## src/rtl/root_rank_ctrl_if.sv

```systemverilog
// root_rank_ctrl_if -- bundles every non-clock/reset signal of root_rank_ctrl.
//   job control : start, rank_num, accum_done, busy, done
//   child links : in0_*/in1_* (valid, addr, data -> ready)
//   out stream  : out_valid, out_addr, out_data <- out_ready
//   bank port   : rank_we/waddr/wdata, rank_re/raddr -> rank_rdata
//   sat_flag    : only present when RANK_ACC_SATURATE_EN is defined
// Modports: master = the controller, slave = children, downstream and bank.
interface root_rank_ctrl_if #(
  parameter int DATA_WIDTH = 16,
  parameter int RANK_WIDTH = 4
);
  logic                  start;
  logic [RANK_WIDTH:0]   rank_num;
  logic                  accum_done;
  logic                  in0_valid;
  logic [RANK_WIDTH-1:0] in0_addr;
  logic [DATA_WIDTH-1:0] in0_data;
  logic                  in0_ready;
  logic                  in1_valid;
  logic [RANK_WIDTH-1:0] in1_addr;
  logic [DATA_WIDTH-1:0] in1_data;
  logic                  in1_ready;
  logic                  out_valid;
  logic [RANK_WIDTH-1:0] out_addr;
  logic [DATA_WIDTH-1:0] out_data;
  logic                  out_ready;
  logic                  busy;
  logic                  done;
  logic                  rank_we;
  logic [RANK_WIDTH-1:0] rank_waddr;
  logic [DATA_WIDTH-1:0] rank_wdata;
  logic                  rank_re;
  logic [RANK_WIDTH-1:0] rank_raddr;
  logic [DATA_WIDTH-1:0] rank_rdata;
`ifdef RANK_ACC_SATURATE_EN
  logic                  sat_flag;
`endif

  modport master (
    input  start, rank_num, accum_done,
    input  in0_valid, in0_addr, in0_data, in1_valid, in1_addr, in1_data,
    input  out_ready, rank_rdata,
`ifdef RANK_ACC_SATURATE_EN
    output sat_flag,
`endif
    output in0_ready, in1_ready, out_valid, out_addr, out_data, busy, done,
    output rank_we, rank_waddr, rank_wdata, rank_re, rank_raddr
  );

  modport slave (
    output start, rank_num, accum_done,
    output in0_valid, in0_addr, in0_data, in1_valid, in1_addr, in1_data,
    output out_ready, rank_rdata,
`ifdef RANK_ACC_SATURATE_EN
    input  sat_flag,
`endif
    input  in0_ready, in1_ready, out_valid, out_addr, out_data, busy, done,
    input  rank_we, rank_waddr, rank_wdata, rank_re, rank_raddr
  );
endinterface

```

## src/rtl/root_rank_ctrl.sv

```systemverilog
// root_rank_ctrl -- sequences the root rank bank through CLEAR, ACCUM and
// DRAIN for one job. Two child links share the bank write port through a
// round-robin arbiter; each accepted beat is a single-cycle read-modify-write.
// Ports: clk, rst (asynchronous, active-high), bus (root_rank_ctrl_if.master).
// Optional: define RANK_ACC_SATURATE_EN for saturating accumulation and the
// sticky sat_flag output; otherwise sums wrap in two's complement.
module root_rank_ctrl #(
  parameter int DATA_WIDTH = 16,
  parameter int RANK_WIDTH = 4
) (
  input logic                clk,
  input logic                rst,
  root_rank_ctrl_if.master   bus
);
  typedef enum logic [1:0] {IDLE, CLEAR, ACCUM, DRAIN} state_t;

  localparam logic [RANK_WIDTH:0] NUM_FULL = {1'b1, {RANK_WIDTH{1'b0}}};
  localparam logic [RANK_WIDTH:0] NUM_ONE  = {{RANK_WIDTH{1'b0}}, 1'b1};

  state_t                state_reg;
  logic [RANK_WIDTH-1:0] cnt_reg;
  logic                  rr_ptr_reg;
  logic [RANK_WIDTH:0]   num_q_reg;
  logic                  accum_pend_reg;

  logic                  grant_any;
  logic                  grant_id;
  logic                  both_valid;
  logic [RANK_WIDTH-1:0] g_addr;
  logic [DATA_WIDTH-1:0] g_data;
  logic                  in_range;
  logic                  last_cnt;
  logic [DATA_WIDTH-1:0] acc_sum;

  assign both_valid = bus.in0_valid && bus.in1_valid;

  // Round-robin only matters when both children compete; a lone valid child
  // always wins and leaves the pointer alone.
  always_comb begin
    grant_any = 1'b0;
    grant_id  = 1'b0;
    if (state_reg == ACCUM) begin
      if (both_valid) begin
        grant_any = 1'b1;
        grant_id  = rr_ptr_reg;
      end else if (bus.in0_valid) begin
        grant_any = 1'b1;
        grant_id  = 1'b0;
      end else if (bus.in1_valid) begin
        grant_any = 1'b1;
        grant_id  = 1'b1;
      end
    end
  end

  assign g_addr   = grant_id ? bus.in1_addr : bus.in0_addr;
  assign g_data   = grant_id ? bus.in1_data : bus.in0_data;
  // Beats aimed beyond the active ranks are consumed but never written.
  assign in_range = ({1'b0, g_addr} < num_q_reg);
  assign last_cnt = ({1'b0, cnt_reg} == (num_q_reg - NUM_ONE));

`ifdef RANK_ACC_SATURATE_EN
  localparam logic [DATA_WIDTH-1:0] SAT_MAX = {1'b0, {(DATA_WIDTH-1){1'b1}}};
  localparam logic [DATA_WIDTH-1:0] SAT_MIN = {1'b1, {(DATA_WIDTH-1){1'b0}}};
  logic [DATA_WIDTH:0] sum_wide;
  logic                sat_hi;
  logic                sat_lo;
  logic                sat_flag_reg;

  // Sign-extended sum; the top two bits disagree exactly on overflow.
  assign sum_wide = {bus.rank_rdata[DATA_WIDTH-1], bus.rank_rdata}
                  + {g_data[DATA_WIDTH-1], g_data};
  assign sat_hi   = !sum_wide[DATA_WIDTH] &&  sum_wide[DATA_WIDTH-1];
  assign sat_lo   =  sum_wide[DATA_WIDTH] && !sum_wide[DATA_WIDTH-1];
  assign acc_sum  = sat_hi ? SAT_MAX : (sat_lo ? SAT_MIN : sum_wide[DATA_WIDTH-1:0]);
  assign bus.sat_flag = sat_flag_reg;
`else
  assign acc_sum = bus.rank_rdata + g_data;
`endif

  // Bank port is purely a function of state, counter and grant.
  always_comb begin
    bus.rank_we    = 1'b0;
    bus.rank_waddr = '0;
    bus.rank_wdata = '0;
    bus.rank_re    = 1'b0;
    bus.rank_raddr = '0;
    case (state_reg)
      CLEAR: begin
        bus.rank_we    = 1'b1;
        bus.rank_waddr = cnt_reg;
      end
      ACCUM: begin
        if (grant_any) begin
          bus.rank_re    = 1'b1;
          bus.rank_raddr = g_addr;
          if (in_range) begin
            bus.rank_we    = 1'b1;
            bus.rank_waddr = g_addr;
            bus.rank_wdata = acc_sum;
          end
        end
      end
      DRAIN: begin
        bus.rank_re    = 1'b1;
        bus.rank_raddr = cnt_reg;
      end
      default: ;
    endcase
  end

  assign bus.in0_ready = grant_any && !grant_id;
  assign bus.in1_ready = grant_any &&  grant_id;
  assign bus.out_valid = (state_reg == DRAIN);
  assign bus.out_addr  = (state_reg == DRAIN) ? cnt_reg : '0;
  assign bus.out_data  = (state_reg == DRAIN) ? bus.rank_rdata : '0;
  assign bus.busy      = (state_reg != IDLE);
  assign bus.done      = (state_reg == DRAIN) && bus.out_ready && last_cnt;

  always_ff @(posedge clk or posedge rst) begin
    if (rst) begin
      state_reg      <= IDLE;
      cnt_reg        <= '0;
      rr_ptr_reg     <= 1'b0;
      num_q_reg      <= '0;
      accum_pend_reg <= 1'b0;
`ifdef RANK_ACC_SATURATE_EN
      sat_flag_reg   <= 1'b0;
`endif
    end else begin
      case (state_reg)
        IDLE: begin
          if (bus.start) begin
            state_reg      <= CLEAR;
            cnt_reg        <= '0;
            accum_pend_reg <= 1'b0;
            // A count of zero means a full bank.
            num_q_reg      <= (bus.rank_num == '0) ? NUM_FULL : bus.rank_num;
`ifdef RANK_ACC_SATURATE_EN
            sat_flag_reg   <= 1'b0;
`endif
          end
        end
        CLEAR: begin
          if (last_cnt) begin
            state_reg <= ACCUM;
            cnt_reg   <= '0;
          end else begin
            cnt_reg <= cnt_reg + 1'b1;
          end
        end
        ACCUM: begin
          if (bus.accum_done) accum_pend_reg <= 1'b1;
          if (both_valid) rr_ptr_reg <= ~rr_ptr_reg;
`ifdef RANK_ACC_SATURATE_EN
          if (grant_any && in_range && (sat_hi || sat_lo)) sat_flag_reg <= 1'b1;
`endif
          // Pending beats drain before leaving, even alongside accum_done.
          if ((accum_pend_reg || bus.accum_done) && !bus.in0_valid && !bus.in1_valid) begin
            state_reg      <= DRAIN;
            cnt_reg        <= '0;
            accum_pend_reg <= 1'b0;
          end
        end
        DRAIN: begin
          if (bus.out_ready) begin
            if (last_cnt) begin
              state_reg <= IDLE;
              cnt_reg   <= '0;
            end else begin
              cnt_reg <= cnt_reg + 1'b1;
            end
          end
        end
        default: state_reg <= IDLE;
      endcase
    end
  end
endmodule
```

## src/flat_wrapper.sv

```systemverilog
// flat-port wrapper written by rule: the top's interface ports become plain ports
module root_rank_ctrl_flat 
#(
  parameter int DATA_WIDTH = 16,
  parameter int RANK_WIDTH = 4
)
  (clk, rst, bus_start, bus_rank_num, bus_accum_done, bus_in0_valid, bus_in0_addr, bus_in0_data, bus_in1_valid, bus_in1_addr, bus_in1_data, bus_out_ready, bus_rank_rdata, bus_in0_ready, bus_in1_ready, bus_out_valid, bus_out_addr, bus_out_data, bus_busy, bus_done, bus_rank_we, bus_rank_waddr, bus_rank_wdata, bus_rank_re, bus_rank_raddr);
  root_rank_ctrl_if #(.DATA_WIDTH(DATA_WIDTH), .RANK_WIDTH(RANK_WIDTH)) bus_i ();
  input logic clk;
  input logic rst;
  input wire logic [$bits(bus_i.start)-1:0] bus_start;
  input wire logic [$bits(bus_i.rank_num)-1:0] bus_rank_num;
  input wire logic [$bits(bus_i.accum_done)-1:0] bus_accum_done;
  input wire logic [$bits(bus_i.in0_valid)-1:0] bus_in0_valid;
  input wire logic [$bits(bus_i.in0_addr)-1:0] bus_in0_addr;
  input wire logic [$bits(bus_i.in0_data)-1:0] bus_in0_data;
  input wire logic [$bits(bus_i.in1_valid)-1:0] bus_in1_valid;
  input wire logic [$bits(bus_i.in1_addr)-1:0] bus_in1_addr;
  input wire logic [$bits(bus_i.in1_data)-1:0] bus_in1_data;
  input wire logic [$bits(bus_i.out_ready)-1:0] bus_out_ready;
  input wire logic [$bits(bus_i.rank_rdata)-1:0] bus_rank_rdata;
  output wire logic [$bits(bus_i.in0_ready)-1:0] bus_in0_ready;
  output wire logic [$bits(bus_i.in1_ready)-1:0] bus_in1_ready;
  output wire logic [$bits(bus_i.out_valid)-1:0] bus_out_valid;
  output wire logic [$bits(bus_i.out_addr)-1:0] bus_out_addr;
  output wire logic [$bits(bus_i.out_data)-1:0] bus_out_data;
  output wire logic [$bits(bus_i.busy)-1:0] bus_busy;
  output wire logic [$bits(bus_i.done)-1:0] bus_done;
  output wire logic [$bits(bus_i.rank_we)-1:0] bus_rank_we;
  output wire logic [$bits(bus_i.rank_waddr)-1:0] bus_rank_waddr;
  output wire logic [$bits(bus_i.rank_wdata)-1:0] bus_rank_wdata;
  output wire logic [$bits(bus_i.rank_re)-1:0] bus_rank_re;
  output wire logic [$bits(bus_i.rank_raddr)-1:0] bus_rank_raddr;
  assign bus_i.start = bus_start;
  assign bus_i.rank_num = bus_rank_num;
  assign bus_i.accum_done = bus_accum_done;
  assign bus_i.in0_valid = bus_in0_valid;
  assign bus_i.in0_addr = bus_in0_addr;
  assign bus_i.in0_data = bus_in0_data;
  assign bus_i.in1_valid = bus_in1_valid;
  assign bus_i.in1_addr = bus_in1_addr;
  assign bus_i.in1_data = bus_in1_data;
  assign bus_i.out_ready = bus_out_ready;
  assign bus_i.rank_rdata = bus_rank_rdata;
  assign bus_in0_ready = bus_i.in0_ready;
  assign bus_in1_ready = bus_i.in1_ready;
  assign bus_out_valid = bus_i.out_valid;
  assign bus_out_addr = bus_i.out_addr;
  assign bus_out_data = bus_i.out_data;
  assign bus_busy = bus_i.busy;
  assign bus_done = bus_i.done;
  assign bus_rank_we = bus_i.rank_we;
  assign bus_rank_waddr = bus_i.rank_waddr;
  assign bus_rank_wdata = bus_i.rank_wdata;
  assign bus_rank_re = bus_i.rank_re;
  assign bus_rank_raddr = bus_i.rank_raddr;
  root_rank_ctrl #(.DATA_WIDTH(DATA_WIDTH), .RANK_WIDTH(RANK_WIDTH)) u_core (.clk(clk), .rst(rst), .bus(bus_i));
endmodule
```

## config.mk

```make
export PLATFORM = sky130hd
export DESIGN_NAME = root_rank_ctrl_flat
export DESIGN_NICKNAME = d
export VERILOG_FILES = /design/src/rtl/root_rank_ctrl_if.sv /design/src/rtl/root_rank_ctrl.sv /design/src/flat_wrapper.sv
export SDC_FILE = /design/constraint.sdc
export NUM_CORES = 1
export LEC_CHECK = 0
export CAP_MARGIN = 10
export CORE_MARGIN = 2
export CORE_UTILIZATION = 41
export CTS_BUF_LIST = sky130_fd_sc_hd__clkbuf_4 sky130_fd_sc_hd__clkbuf_8
export DETAILED_ROUTE_END_ITERATION = 6
export PLACE_DENSITY = 0.84
export SETUP_SLACK_MARGIN = 0.15
export SLEW_MARGIN = 40
export SYNTH_ARGS = -nofsm -noshare
export SYNTH_HDL_FRONTEND = slang
export SYNTH_SLANG_ARGS = --single-unit
export TNS_END_PERCENT = 1
```

## constraint.sdc

```tcl
create_clock -name clk -period 5.77 [get_ports clk]
set_input_delay 1.154 -clock clk [delete_from_list [all_inputs] [get_ports clk]]
set_output_delay 1.154 -clock clk [all_outputs]
set_load 0.02 [all_outputs]
```

==> impl_metrics.tcl <==
set metrics [dict create \
    max_freq_ghz 0.176 \
    ys.flop_type "dfrtp_1" \
    grt_pass1_vias 2515 \
    syn_area_per_cell_um2 7.91 \
    cp-start-kind "primary input" \
    synth_commonest_cells "27 x ha_1, 25 x nor2_1, 22 x mux2_2" \
    synth-simple-area-share_pct 20.6 \
    drcViolationCount 0 \
    slew_headroom_pct 52.9 \
    drt_iter0_markers 107 \
    async_flop_share_pct 100 \
    p_int_mw 0.286 \
    ys_warn_count 0 \
    p_switching_mw 0.166 \
    vias_per_cell 5.47 \
    status "finished clean" \
    end_kind "primary output" \
    fin_setup_tns_ps 0 \
    root_buffer "clkbuf_8" \
    largest_reg_flops 5 \
    period_share_pct 98.5 \
    hold_class "flip-flop to flip-flop" \
    netlist_top_cells_area "ha_1 15%, dfrtp_1 15%, mux2_2 11%" \
    fin_skew_ps 3.64 \
    slowest_delay_ps 610 \
    leakagePower_nw 1.83 \
    slew_violations 0 \
    cts_setup_buffers 0 \
    finalCriticalPeriod_ps 5680 \
    peakVddDrop_uv 61.3 \
    core.rowCount 26 \
    clockBufferDepth 2 \
    io_pins 119 \
    cp_cell_sequence "clkdlybuf4s50_1, nand2_1, a21oi_2, buf_12, mux2_2, ha_1, inv_1, fa_1, nand3b_1, a21oi_2, o211ai_1, a32oi_1, xnor2_1, nor2_1, clkdlybuf4s50_1" \
    r2r_start "u_core.num_q_reg[0]" \
    reg2reg_slack_ps 3320 \
    dieArea_mm2 0.00599 \
    track_usage_pct 23.7 \
    synth_top_area_cell "ha_1" \
    yosysSeqAreaShare_pct 14.7 \
    drtAntennaViolNets 0 \
    die_h_um 77.4 \
    dp_hpwl_um 5890 \
    wl_per_cell_um 15.7 \
    placed_cells 467 \
    setup_viol 0 \
    cts.sinks 13 \
    place.gp.congestion 0.903 \
    syn_inst 279 \
    cts_tree "done" \
    nFillCells 438 \
    coreArea_mm2 0.00514 \
    antenna_found_initial 0 \
    crit_family "buffers and inverters" \
    area_delta_synth_final_pct 64.2 \
    seqPwrFrac_pct 27.9 \
    synthMuxAreaShare_pct 13.3 \
    slowest_stage "clkdlybuf4s50_1" \
    port_buffers 118 \
    synth_xor_area_share_pct 7.14 \
    n_antenna_cell 0 \
    grt_pass1_wl_um 11600 \
    synth_top_area_share_pct 15.3 \
    first_pass_iters 4 \
    cp_data_required_time_ps 4620 \
    grt_max_degree 26 \
    crit_fanout 11 \
    clkTransAtPathRegs_ps 60 \
    drive_gt1_share_pct 12.0 \
    synth.cell_area_mm2 0.00221 \
    power_frac_comb_pct 53.0 \
    nets 498 \
    hp-start "u_core.rr_ptr_reg" \
    layout.cells.non_filler 471 \
    clk_latency_ps 240 \
    crit_buf_inv 4 \
    finalPower_mw 0.452 \
    die_x_um 77.4 \
    dpl_worst_slack_ps 11.0 \
    synthDistinctLibCells 47 \
    vias 2578 \
    crit_type "primary input to primary output" \
    globalRoute.totalOverflow 0 \
    clockPowerShare_pct 19.1 \
    p_per_area_mw_per_mm2 125 \
    finalHoldViolCount 0 \
    cts_max_level 1 \
    synth_enable_flop_cells 0 \
    min_to "u_core.rr_ptr_reg" \
    setup_ws_ps 85.2 \
    arrival_ps 4530 \
    cap_violations 0 \
    r2r_end "u_core.state_reg[1]" \
    synth.most_common_cell "ha_1" \
    rsz0062_at_grt "true" \
    hold_depth 1 \
    drt-total-wl_um 7410 \
    tightest_slew_ps 705 \
    synth_fp_nets 375 \
    cts_inserted_buffers 3 \
    synth-compound-area-share_pct 22.4 \
    synth_fa_ha_area_share_pct 16.2 \
    synth_top_family_by_area "compound AO/OA/AOI/OAI gates" \
    r2r_cells 8 \
    start_util_pct 42.9 \
    switching_share_pct 36.7 \
    synth-seq-cells 13 \
]
worst max-delay path by stage:
| stage | from | depth (start not counted) | endpoint |
|---|---|---|---|
| after global placement | bus_in1_valid | 15 | bus_rank_wdata[12] |
| after detailed placement | bus_in1_valid | 13 | bus_rank_wdata[15] |
| after floorplan | bus_in1_valid | 11 | bus_rank_wdata[15] |
| after global routing | bus_in1_valid | 15 | bus_rank_wdata[12] |
| after CTS | bus_in1_valid | 15 | bus_rank_wdata[14] |
| final | bus_in1_valid | 15 | bus_rank_wdata[12] |
stage by stage:
step | cell area, um2 | hold WS (ps) | util [%]
after CTS | 3570 | 495 | 69.4
after global routing | 3620 | 509 | 70.5
final | 3620 | 495 | 70.5
after floorplan | 2210 | 445 | -
after detailed placement | 3520 | 484 | 68.5
after global placement | 3510 | 462 | 68.4
cell families after synthesis:
kind of cell / Yosys count
AND/OR/NAND/NOR: 91
AO/OA/AOI/OAI: 73
buffers and inverters: 30
adder cells (fa/ha/maj): 28
multiplexers: 26
XOR/XNOR: 18
flip-flops: 13
final cells by class:
class	instances	area, um2	share of cell area [%]
Timing Repair Buffer	127	1300	36.0
Tap cell	70	87.6	2.42
Clock buffer	4	48.8	1.35
Sequential cell	13	325	8.97
Inverter	21	78.8	2.17
Multi-Input combinational cell	236	1780	49.1
layer usage:
layer | share of wire (%) | up-vias | track usage, % | wire [um]
met5 | 0 | - | 0 | 0
li1 | - | 1234 | - | -
met2 | 50 | 123 | 42.3 | 3720
met4 | 2.3 | 0 | 6.79 | 173
met3 | 6.8 | 20 | 4.19 | 505
met1 | 41 | 1201 | 29.2 | 3020
cells in the final DEF, fill, tap and decap left out, types with 5 or more instances in the layout:
cell             instances
a21o_1                  10
a21oi_1                 14
and2_1                  20
buf_4                    8
clkdlybuf4s50_1         98
dfrtp_1                 13
dlymetal6s2s_1          19
ha_1                    26
inv_1                   21
mux2_2                  22
nand2_1                 20
nand3_1                  8
nor2_1                  25
nor3_1                   6
o211ai_1                 5
o21ai_0                 16
xnor2_1                 13
xor2_1                   5
power by group through the flow:
| stage | registers (mW) | logic [mW] | clock network, mW |
|---|---|---|---|
| CTS | 0.125 | 0.239 | 0.0874 |
| detailed placement | 0.127 | 0.237 | 0 |
| floorplan | 0.115 | 0.153 | 0 |
| global route | 0.128 | 0.263 | 0.0908 |
| finish | 0.126 | 0.240 | 0.0863 |
| global placement | 0.126 | 0.230 | 0 |
timing repair:
action | 4_1_cts | 5_1_grt
endpoints found under the setup margin | 14 | 21
hold buffers | 0 | 0
gates resized for setup | 1 | 24
pin swaps | 0 | 0
No activity file was read; power rests on OpenSTA's default activity.
